$ cat config.mk
export PLATFORM = sky130hd
export DESIGN_NAME = img_stream_tx_flat
export DESIGN_NICKNAME = d
export VERILOG_FILES = /design/src/rtl/img_stream_tx_if.sv /design/src/rtl/img_stream_tx.sv /design/src/flat_wrapper.sv
export SDC_FILE = /design/constraint.sdc
export NUM_CORES = 1
export LEC_CHECK = 0
export BUFFER_PORTS_ARGS = -buffer_cell sky130_fd_sc_hd__buf_4
export CAP_MARGIN = 10
export CORE_MARGIN = 8
export CORE_UTILIZATION = 50
export DETAILED_ROUTE_END_ITERATION = 8
export HOLD_SLACK_MARGIN = 0.15
export PLACE_DENSITY = 0.76
export SLEW_MARGIN = 5
export SYNTH_ARGS = -nofsm -noshare
export SYNTH_HDL_FRONTEND = slang
export SYNTH_SLANG_ARGS = --single-unit
$ cat constraint.sdc
create_clock -name i_clk -period 2.25 [get_ports i_clk]
set_clock_uncertainty 0.15 [all_clocks]
set_input_delay 0.1125 -clock i_clk [delete_from_list [all_inputs] [get_ports i_clk]]
set_output_delay 0.1125 -clock i_clk [all_outputs]
set_load 0.02 [all_outputs]
$ cat src/rtl/img_stream_tx_if.sv
// Word stream into the core: valid/data from the transmitter, ready back from the core.
interface img_stream_tx_if;
    logic        in_valid;
    logic [31:0] in_data;
    logic        in_ready;

    modport master (output in_valid, output in_data, input in_ready);
    modport slave  (input in_valid, input in_data, output in_ready);
endinterface

$ cat src/rtl/img_stream_tx.sv
// Streams an image from a byte-wide SRAM as packed 32-bit words, then three weight words.
// Define IMG_TX_CHKSUM_EN to build a running XOR checksum of all transferred words.
module img_stream_tx #(
    parameter int IMG_BYTES = 4096,
    parameter int ADDR_W    = 12
) (
    input  logic              i_clk,
    input  logic              i_rst,
    input  logic              i_start,
    input  logic              i_abort,
    input  logic [71:0]       i_weights,
    output logic [ADDR_W-1:0] o_sram_addr,
    output logic              o_sram_cen,
    input  logic [7:0]        i_sram_q,
    img_stream_tx_if.master   stream,
    output logic              o_busy,
    output logic              o_img_done,
    output logic              o_done,
    output logic [31:0]       o_chksum
);
    // state  | meaning
    // S_IDLE | waiting for start, SRAM disabled
    // S_IMG  | fetching bytes, packing and sending image words
    // S_WGT  | sending the three weight words
    // S_DONE | one-cycle completion state before IDLE
    typedef enum logic [1:0] {S_IDLE, S_IMG, S_WGT, S_DONE} state_t;

    localparam int                WORDS     = IMG_BYTES / 4;
    localparam int                CNT_W     = ADDR_W + 1;
    localparam logic [CNT_W-1:0]  RD_END    = CNT_W'(IMG_BYTES);
    localparam logic [ADDR_W-1:0] LAST_WORD = ADDR_W'(WORDS - 1);

    state_t            state;
    logic [CNT_W-1:0]  rd_cnt;
    logic [ADDR_W-1:0] word_cnt;
    logic [3:0]        credit;
    logic [3:0]        credit_after;
    logic [3:0]        credit_next;
    logic              rd_vld;
    logic [31:0]       pack_data;
    logic [2:0]        pack_cnt;
    logic [2:0]        pack_base;
    logic              out_valid;
    logic [31:0]       out_data;
    logic [1:0]        wgt_idx;
    logic [71:0]       w_reg;
    logic              hs;
    logic              img_hs;
    logic              pack_mv;
    logic              issue;

    // credit counts bytes read but not yet handed off; 8 bytes fill pack + output registers
    always_comb begin
        hs           = out_valid && stream.in_ready && !i_abort && !i_rst;
        img_hs       = hs && (state == S_IMG);
        pack_mv      = (pack_cnt == 3'd4) && (!out_valid || hs);
        credit_after = img_hs ? (credit - 4'd4) : credit;
        issue        = (state == S_IMG) && (rd_cnt < RD_END) && (credit_after < 4'd8);
        credit_next  = credit_after + {3'b000, issue};
        pack_base    = pack_mv ? 3'd0 : pack_cnt;
    end

    assign stream.in_valid = out_valid;
    assign stream.in_data  = out_data;
    assign o_busy          = (state != S_IDLE);
    assign o_img_done      = img_hs && (word_cnt == LAST_WORD);
    assign o_done          = hs && (state == S_WGT) && (wgt_idx == 2'd2);

    always_ff @(posedge i_clk) begin
        if (i_rst) begin
            state       <= S_IDLE;
            rd_cnt      <= '0;
            word_cnt    <= '0;
            credit      <= '0;
            rd_vld      <= 1'b0;
            pack_data   <= '0;
            pack_cnt    <= '0;
            out_valid   <= 1'b0;
            out_data    <= '0;
            wgt_idx     <= '0;
            w_reg       <= '0;
            o_sram_addr <= '0;
            o_sram_cen  <= 1'b1;
        end else if (i_abort) begin
            state      <= S_IDLE;
            out_valid  <= 1'b0;
            o_sram_cen <= 1'b1;
            rd_vld     <= 1'b0;
            pack_cnt   <= '0;
            credit     <= '0;
        end else begin
            case (state)
                S_IDLE: begin
                    rd_vld     <= 1'b0;
                    o_sram_cen <= 1'b1;
                    if (i_start) begin
                        state       <= S_IMG;
                        w_reg       <= i_weights;
                        word_cnt    <= '0;
                        pack_cnt    <= '0;
                        o_sram_addr <= '0;
                        o_sram_cen  <= 1'b0;
                        rd_cnt      <= CNT_W'(1);
                        credit      <= 4'd1;
                    end
                end
                S_IMG: begin
                    rd_vld     <= !o_sram_cen;
                    o_sram_cen <= !issue;
                    credit     <= credit_next;
                    if (issue) begin
                        o_sram_addr <= rd_cnt[ADDR_W-1:0];
                        rd_cnt      <= rd_cnt + 1'b1;
                    end
                    // bytes shift in from the right so the first byte lands in [31:24]
                    if (rd_vld)
                        pack_data <= {pack_data[23:0], i_sram_q};
                    pack_cnt <= pack_base + {2'b00, rd_vld};
                    if (pack_mv) begin
                        out_valid <= 1'b1;
                        out_data  <= pack_data;
                    end else if (hs) begin
                        out_valid <= 1'b0;
                    end
                    if (hs) begin
                        word_cnt <= word_cnt + 1'b1;
                        if (word_cnt == LAST_WORD) begin
                            state     <= S_WGT;
                            out_valid <= 1'b1;
                            out_data  <= w_reg[71:40];
                            wgt_idx   <= 2'd0;
                        end
                    end
                end
                S_WGT: begin
                    rd_vld     <= 1'b0;
                    o_sram_cen <= 1'b1;
                    if (hs) begin
                        if (wgt_idx == 2'd2) begin
                            state     <= S_DONE;
                            out_valid <= 1'b0;
                        end else begin
                            wgt_idx  <= wgt_idx + 1'b1;
                            out_data <= (wgt_idx == 2'd0) ? w_reg[39:8] : {w_reg[7:0], 24'h000000};
                        end
                    end
                end
                S_DONE: begin
                    o_sram_cen <= 1'b1;
                    state      <= S_IDLE;
                end
                default: state <= S_IDLE;
            endcase
        end
    end

`ifdef IMG_TX_CHKSUM_EN
    logic [31:0] chk;

    always_ff @(posedge i_clk) begin
        if (i_rst)
            chk <= '0;
        else if ((state == S_IDLE) && i_start && !i_abort)
            chk <= '0;
        else if (hs)
            chk <= chk ^ out_data;
    end

    assign o_chksum = chk;
`else
    assign o_chksum = 32'h0;
`endif
endmodule

$ cat src/flat_wrapper.sv
// flat-port wrapper written by rule: the top's interface ports become plain ports
module img_stream_tx_flat 
#(
    parameter int IMG_BYTES = 4096,
    parameter int ADDR_W    = 12
)
  (i_clk, i_rst, i_start, i_abort, i_weights, o_sram_addr, o_sram_cen, i_sram_q, o_busy, o_img_done, o_done, o_chksum, stream_in_valid, stream_in_data, stream_in_ready);
  img_stream_tx_if stream_i ();
  input  logic i_clk;
  input  logic i_rst;
  input  logic i_start;
  input  logic i_abort;
  input  logic [71:0] i_weights;
  output logic [ADDR_W-1:0] o_sram_addr;
  output logic o_sram_cen;
  input  logic [7:0] i_sram_q;
  output logic o_busy;
  output logic o_img_done;
  output logic o_done;
  output logic [31:0] o_chksum;
  output wire logic [$bits(stream_i.in_valid)-1:0] stream_in_valid;
  output wire logic [$bits(stream_i.in_data)-1:0] stream_in_data;
  input wire logic [$bits(stream_i.in_ready)-1:0] stream_in_ready;
  assign stream_in_valid = stream_i.in_valid;
  assign stream_in_data = stream_i.in_data;
  assign stream_i.in_ready = stream_in_ready;
  img_stream_tx #(.IMG_BYTES(IMG_BYTES), .ADDR_W(ADDR_W)) u_core (.i_clk(i_clk), .i_rst(i_rst), .i_start(i_start), .i_abort(i_abort), .i_weights(i_weights), .o_sram_addr(o_sram_addr), .o_sram_cen(o_sram_cen), .i_sram_q(i_sram_q), .stream(stream_i), .o_busy(o_busy), .o_img_done(o_img_done), .o_done(o_done), .o_chksum(o_chksum));
endmodule
==> results of run 1 <==
==> Yosys cell counts, types with 5 or more instances <==
master | number | share of area, %
nand2_1 | 232 | 10
dfxtp_1 | 187 | 43
a21oi_1 | 145 | 8.4
clkbuf_1 | 55 | 2.4
nor2_1 | 45 | 2.0
buf_4 | 34 | 3.0
o22ai_1 | 33 | 2.4
a211oi_1 | 32 | 2.8
nor2b_1 | 28 | 2.0
and3_1 | 27 | 2.0
o221ai_1 | 24 | 2.4
mux2i_1 | 23 | 2.7
buf_2 | 20 | 1.2
mux2_2 | 20 | 2.6
ha_1 | 13 | 1.9
inv_1 | 12 | 0.52
xor2_1 | 10 | 1.0
nand3_1 | 9 | 0.52
nor3_1 | 6 | 0.35
o31ai_1 | 6 | 0.52
o21ai_1 | 5 | 0.29
or4_1 | 5 | 0.43
==> cells by family after synthesis <==
group                    synth area share [%]
adder cells (fa/ha/maj)                  1.88
XOR/XNOR                                 1.32
other                                  0.0434
AND/OR/NAND/NOR                          20.5
multiplexers                             5.53
AO/OA/AOI/OAI                            19.8
flip-flops                               43.3
buffers and inverters                    7.63
==> power groups by stage <==
stage	clock network [uW]	logic (uW)	registers, uW
2_1_floorplan	0	428	3500
4_1_cts	2930	791	3430
6_report	2900	826	3430
5_1_grt	3060	891	3440
3_5_place_dp	0	667	3500
3_3_place_gp	0	658	3500
==> critical path, stage by stage (launching register included) <==
cell	delay [ns]
dfxtp_4	0.34
nand4bb_1	0.14
buf_4	0.18
o21ai_4	0.15
nand3_2	0.10
nor2_2	0.12
ha_2	0.21
buf_4	0.12
nand3_1	0.11
o311ai_2	0.23
a21oi_1	0.07
a21oi_1	0.13
nor2_1	0.07
==> repair_timing <==
item | in CTS | in global routing
hold buffers | 86 | 0
buffers inserted | 2 | 5
pin swaps | 0 | 10
resized for setup | 5 | 21
endpoints found under the setup margin | 2 | 47
cloned | 0 | 2
endpoints found under the hold margin | 101 | 0
==> worst max-delay path by stage <==
stage                                              from                       endpoint  slack [ns]  depth (start not counted)
global route        u_core.stream.in_valid$_SDFFE_PP0P_  u_core.credit[3]$_SDFFE_PP0P_       -0.14                         12
CTS                 u_core.stream.in_valid$_SDFFE_PP0P_  u_core.credit[2]$_SDFFE_PP0P_       -0.01                         11
detailed placement  u_core.stream.in_valid$_SDFFE_PP0P_  u_core.credit[2]$_SDFFE_PP0P_       0.003                         11
floorplan           u_core.stream.in_valid$_SDFFE_PP0P_  u_core.credit[2]$_SDFFE_PP0P_       -0.14                         11
global placement    u_core.stream.in_valid$_SDFFE_PP0P_  u_core.credit[2]$_SDFFE_PP0P_        0.05                         10
finish              u_core.stream.in_valid$_SDFFE_PP0P_  u_core.credit[3]$_SDFFE_PP0P_        0.02                         12
==> per-stage QoR <==
| stage | hold slack, ns | power [uW] | setup slack (ns) |
|---|---|---|---|
| 2_1_floorplan | 0.0985 | 3930 | -0.138 |
| 6_report | 0.193 | 7150 | 0.0190 |
| 5_1_grt | 0.221 | 7390 | -0.140 |
| 3_5_place_dp | 0.219 | 4170 | 0.00334 |
| 3_3_place_gp | 0.209 | 4160 | 0.0461 |
| 4_1_cts | 0.158 | 7150 | -0.00960 |
==> cell type report <==
class	count	area [um2]
Clock buffer	18	429
Multi-Input combinational cell	760	4480
Clock inverter	13	135
Inverter	13	48.8
Sequential cell	187	3750
Tap cell	225	282
Timing Repair Buffer	286	2500
Fill cell	1332	5500
==> layer usage <==
layer / vias to the layer above / GRT usage (%)
li1: 4023 / -
met1: 3950 / 28.2
met2: 337 / 38.6
met3: 46 / 5.44
met4: 0 / 7.70
met5: - / 0
==> impl_metrics.csv, run 1 <==
group,metric,value,unit
worst_setup_path,critical_path_required,2.42,ns
power_and_ir_drop,internal_power,5330,uW
worst_hold_path,worstHoldStart,"i_abort",
floorplan,pin_count,166,
floorplan,rows,48,
power_and_ir_drop,p_leak,0.00461,uW
power_and_ir_drop,p_sw,1830,uW
worst_setup_path,reg2reg_to,"u_core.credit[3]$_SDFFE_PP0P_",
routing,dr_wl_met3,1.88,mm
power_and_ir_drop,pwr-share-comb,11.6,%
yosys,synth_seq_cells,187,
final_layout,instances_no_fill,1502,
yosys,avgSynthCellArea,8.28,um2
grt,grt_overflow,0,
final_layout,fin_area,0.0116,mm2
run,cap_violations,0,
yosys,synthesis.area,0.00864,mm2
worst_setup_path,reg2reg_depth,12,
routing,m1WireLength,10.6,mm
power_and_ir_drop,vdd_drop_max,0.554,mV
routing,wl_met2,12.6,mm
sta,maxSlewHeadroom,49.5,%
sta,slew_viol_final,0,
sta,hold_viol,0,
yosys,ys_warn_count,0,
power_and_ir_drop,p_seq_share,48.0,%
cts,cts_buffer_depth,2,
routing,drt_wl_total,25.6,mm
sta,period_share,99.2,%
cts,htreeDepth,4,
grt,grt_pass1_vias,8073,
routing,via_count,8356,
routing,dr.pass1.iters,7,
power_and_ir_drop,clockPowerShare,40.5,%
final_layout,final_common_cell,"nand2_1",
grt,grt_max_degree,74,
cts,clk_pin_slew,0.07,ns
worst_setup_path,r2r_slack,0.02,ns
worst_hold_path,holdPathStages,5,
power_and_ir_drop,p_sw_share,25.5,%
routing,top_layer_used,"met4",
sta,worst_pin_slew,0.757,ns
placement,dpl.cell_count,1376,
placement,portBuffers,133,
worst_setup_path,reg2reg_from,"u_core.stream.in_valid$_SDFFE_PP0P_",
status,status,"completed",
cts,cts_tree,"built",
floorplan,die_h,147,um
cts,cts-root-buf,"clkbuf_16",
sta,rsz0062_at_grt,"true",
grt,grt_use_total,22.9,%
floorplan,coreArea,0.0171,mm2
grt,antenna_found_initial,0,
worst_setup_path,crit_arrival,2.40,ns
worst_setup_path,end_kind,"register",
worst_setup_path,crit_path_start_kind,"register",
sta,setup_viol,0,
routing,antenna_left,0,
sta,fmax,448,MHz
cts,clock_latency,0.43,ns
final_layout,final_util,67.9,%
floorplan,die_area,0.0217,mm2
final_layout,final_cell_mix,"nand2_1 (232), buf_4 (189), dfxtp_1 (183)",
cts,clock_sinks,187,
yosys,synth-seq-area-share,43.3,%
sta,fin_crit,2.23,ns
worst_hold_path,hold_class,"in2reg",
routing,wl_per_cell,17.0,um
worst_hold_path,hold_end,"u_core.o_sram_cen$_SDFF_PP1_",
final_layout,largest_reg_flops,72,
placement,gp_congestion,0.842,
routing,drcViolationCount,0,
grt,grt_pass1_wl,41.4,mm
final_layout,drive_above_1_share,22.7,%
sta,tns,0,ns
worst_setup_path,critPathKind,"reg2reg",
floorplan,die_x,147,um
yosys,synthCells,1043,
final_layout,antenna_cells,0,
final_layout,nets,1363,
power_and_ir_drop,power_density,615,mW/mm2
placement,placedInstanceArea,0.00999,mm2
worst_setup_path,crit_fanout,2,
routing,viasPerCell,5.56,
routing,drt_iter0_markers,678,
placement,hpwl,15.7,mm
final_layout,area_delta_synth_final,34.5,%
yosys,synth-edff-count,0,
floorplan,start_util,50.5,%
yosys,synth-main-ff-cell,"dfxtp_1",
yosys,synth_async_sr_flop_share,0,%
yosys,yosys.cell_types.count,66,
cts,cts_buffers,17,
Power figures use the tool's default switching activity.
==> inputs of run 2 (changes only) <==
CORE_UTILIZATION = 52   (was 50)
CTS_BUF_LIST = sky130_fd_sc_hd__clkbuf_8   (was not set)
PLACE_DENSITY = 0.79   (was 0.76)
==> run 2 against run 1 <==
  * The flow now finishes with violations (negative setup slack)
  * Core utilization up 2.0 points
  * Cell area is 1.3% lower
  * First-iteration DRC count rose by 6.8%
  * Sequential power hardly changed
  * Non-clock buffer count shrank 6
  * Global-route usage barely moved
  * Fmax decreased by 1.6%
  * Critical path type unchanged
  * Critical endpoint is now u_core.credit[2]$_SDFFE_PP0P_
  * Largest cell class unchanged
  * Largest power group unchanged
==> impl_metrics.csv, run 2 (synthesis results as in run 1) <==
group,metric,value,unit
routing,drcViolationCount,0,
final_layout,fillers,1226,
worst_setup_path,critical_path_required,2.45,ns
cts,cts_buffers,17,
grt,antenna_found_initial,0,
final_layout,antenna_cells,0,
status,status,"complete, but fails checks",
worst_setup_path,critPathSlowestCell,"or3_4",
worst_setup_path,crit_arrival,2.46,ns
status,violations,"negative setup slack",
cts,cts-root-buf,"clkbuf_8",
routing,viasPerCell,5.53,
floorplan,die_x,145,um
sta,setup_viol,1,
floorplan,start_util,52.7,%
cts,clock_latency,0.46,ns
grt,grt_pass1_vias,7987,
power_and_ir_drop,vdd_drop_max,0.440,mV
routing,drt_wl_total,25.5,mm
sta,finalWorstSetupSlack,-0.0162,ns
grt,grt_use_total,22.9,%
worst_setup_path,crit_path_start_kind,"register",
final_layout,drive_above_1_share,22.4,%
placement,gp_congestion,0.912,
grt,grt_overflow,0,
final_layout,nets,1357,
power_and_ir_drop,p_leak,0.00457,uW
grt,grt_use_met1,27.5,%
final_layout,final_util,69.9,%
routing,via_count,8246,
cts,clock_sinks,187,
sta,worst_pin_slew,1.04,ns
worst_setup_path,critPathKind,"reg2reg",
power_and_ir_drop,power_density,586,mW/mm2
worst_setup_path,reg2reg_depth,10,
worst_hold_path,hold_class,"in2reg",
floorplan,die_area,0.0210,mm2
cts,clk_pin_slew,0.09,ns
run,cap_violations,0,
worst_setup_path,end_kind,"register",
final_layout,regArea,0.00375,mm2
final_layout,final_common_cell,"nand2_1",
routing,antenna_left,0,
sta,hold_viol,0,
final_layout,largest_reg_flops,72,
sta,slew_viol_final,0,
grt,grtUsageMet2,38.8,%
worst_hold_path,worstHoldStart,"i_rst",
sta,fin_crit,2.27,ns
grt,use_met3,5.63,%
placement,hpwl,15.7,mm
sta,fmax,441,MHz
worst_hold_path,holdPathStages,6,
final_layout,multi_input_area,0.00451,mm2
worst_setup_path,crit_chain,"nand4bb_1 > or3_4 > nand3_2 > nor2_2 > ha_2 > ha_4 > xnor2_2 > mux2_4 > a22oi_2 > nor2_1",
worst_setup_path,r2r_slack,-0.02,ns
placement,portBuffers,133,
grt,busiest_layer,"met2",
routing,wl_per_cell,17.1,um
cts,htreeDepth,4,
worst_hold_path,hold_end,"u_core.state[0]$_SDFFE_PP0P_",
floorplan,die_h,145,um
sta,rsz0062_at_grt,"true",
worst_setup_path,cpPeakStageDelay,0.40,ns
routing,dr.pass1.iters,5,
sta,maxSlewHeadroom,30.5,%
cts,cts_tree,"built",
floorplan,rows,47,
final_layout,area_delta_synth_final,32.7,%
routing,drt_iter0_markers,724,
grt,grt_max_degree,99,
floorplan,coreArea,0.0164,mm2
worst_setup_path,reg2reg_to,"u_core.credit[2]$_SDFFE_PP0P_",
floorplan,pin_count,166,
cts,cts_buffer_depth,2,
worst_setup_path,reg2reg_from,"u_core.stream.in_valid$_SDFFE_PP0P_",
sta,period_share,101,%
worst_setup_path,crit_fanout,3,
sta,whs,0.174,ns
final_layout,final_cell_mix,"nand2_1 (232), buf_4 (186), dfxtp_1 (186)",
grt,grt_pass1_wl,40.2,mm
-- run 2: worst max-delay path by stage --
stage                                        start                       endpoint  slack, ns  cells past startpoint
6_report       u_core.stream.in_valid$_SDFFE_PP0P_  u_core.credit[2]$_SDFFE_PP0P_      -0.02                     10
3_5_place_dp                                 i_rst  u_core.credit[2]$_SDFFE_PP0P_       0.02                     12
4_1_cts        u_core.stream.in_valid$_SDFFE_PP0P_  u_core.credit[2]$_SDFFE_PP0P_      0.009                     11
2_1_floorplan  u_core.stream.in_valid$_SDFFE_PP0P_  u_core.credit[2]$_SDFFE_PP0P_      -0.14                     11
3_3_place_gp                                 i_rst  u_core.credit[2]$_SDFFE_PP0P_       0.05                     11
5_1_grt        u_core.stream.in_valid$_SDFFE_PP0P_  u_core.credit[2]$_SDFFE_PP0P_      -0.11                     10
-- run 2: stage by stage --
stage	total power [uW]	cells	TNS [ns]	setup WS, ns	cell area [um2]
5_1_grt	6950	1492	-0.183	-0.106	11500
6_report	6720	1492	-0.0162	-0.0162	11500
3_5_place_dp	4170	1368	0	0.0230	9960
2_1_floorplan	3930	1074	-0.138	-0.138	8780
3_3_place_gp	4150	1368	0	0.0519	9960
4_1_cts	6700	1487	0	0.00948	11300
-- run 2: layer usage --
layer,wire (um),share of wire (%)
met5,0,0
met4,528,2.1
met3,1670,6.5
met2,12600,49
met1,10700,42
-- run 2: area by class of cell --
class | instances | area share, %
Sequential cell | 187 | 32.7
Multi-Input combinational cell | 760 | 39.3
Tap cell | 220 | 2.40
Clock buffer | 18 | 2.16
Timing Repair Buffer | 280 | 21.3
Inverter | 13 | 0.425
Clock inverter | 14 | 1.68
-- run 2: critical path, delay by kind of cell, from the launching register on --
kind	cells	cell delay [ns]
simple gates	5	0.69
flops	1	0.35
fa+ha+maj	2	0.37
mux	1	0.32
xor+xnor	1	0.16
compound gates	1	0.13
-- run 2: repair_timing --
action | CTS | global route
endpoints found under the setup margin | 2 | 45
resized for setup | 6 | 17
hold endpoints to repair | 97 | 0
pin swaps | 1 | 6
cloned | 1 | 1
setup buffers | 2 | 4
hold buffers | 84 | 0
-- run 2: where the power goes --
part	total, uW	leakage (uW)	internal, uW	switching [uW]
Sequential	3430	0.00152	3380	46.8
Combinational	816	0.00283	377	438
Clock	2480	0.000221	1250	1230
Total	6720	0.00457	5010	1710
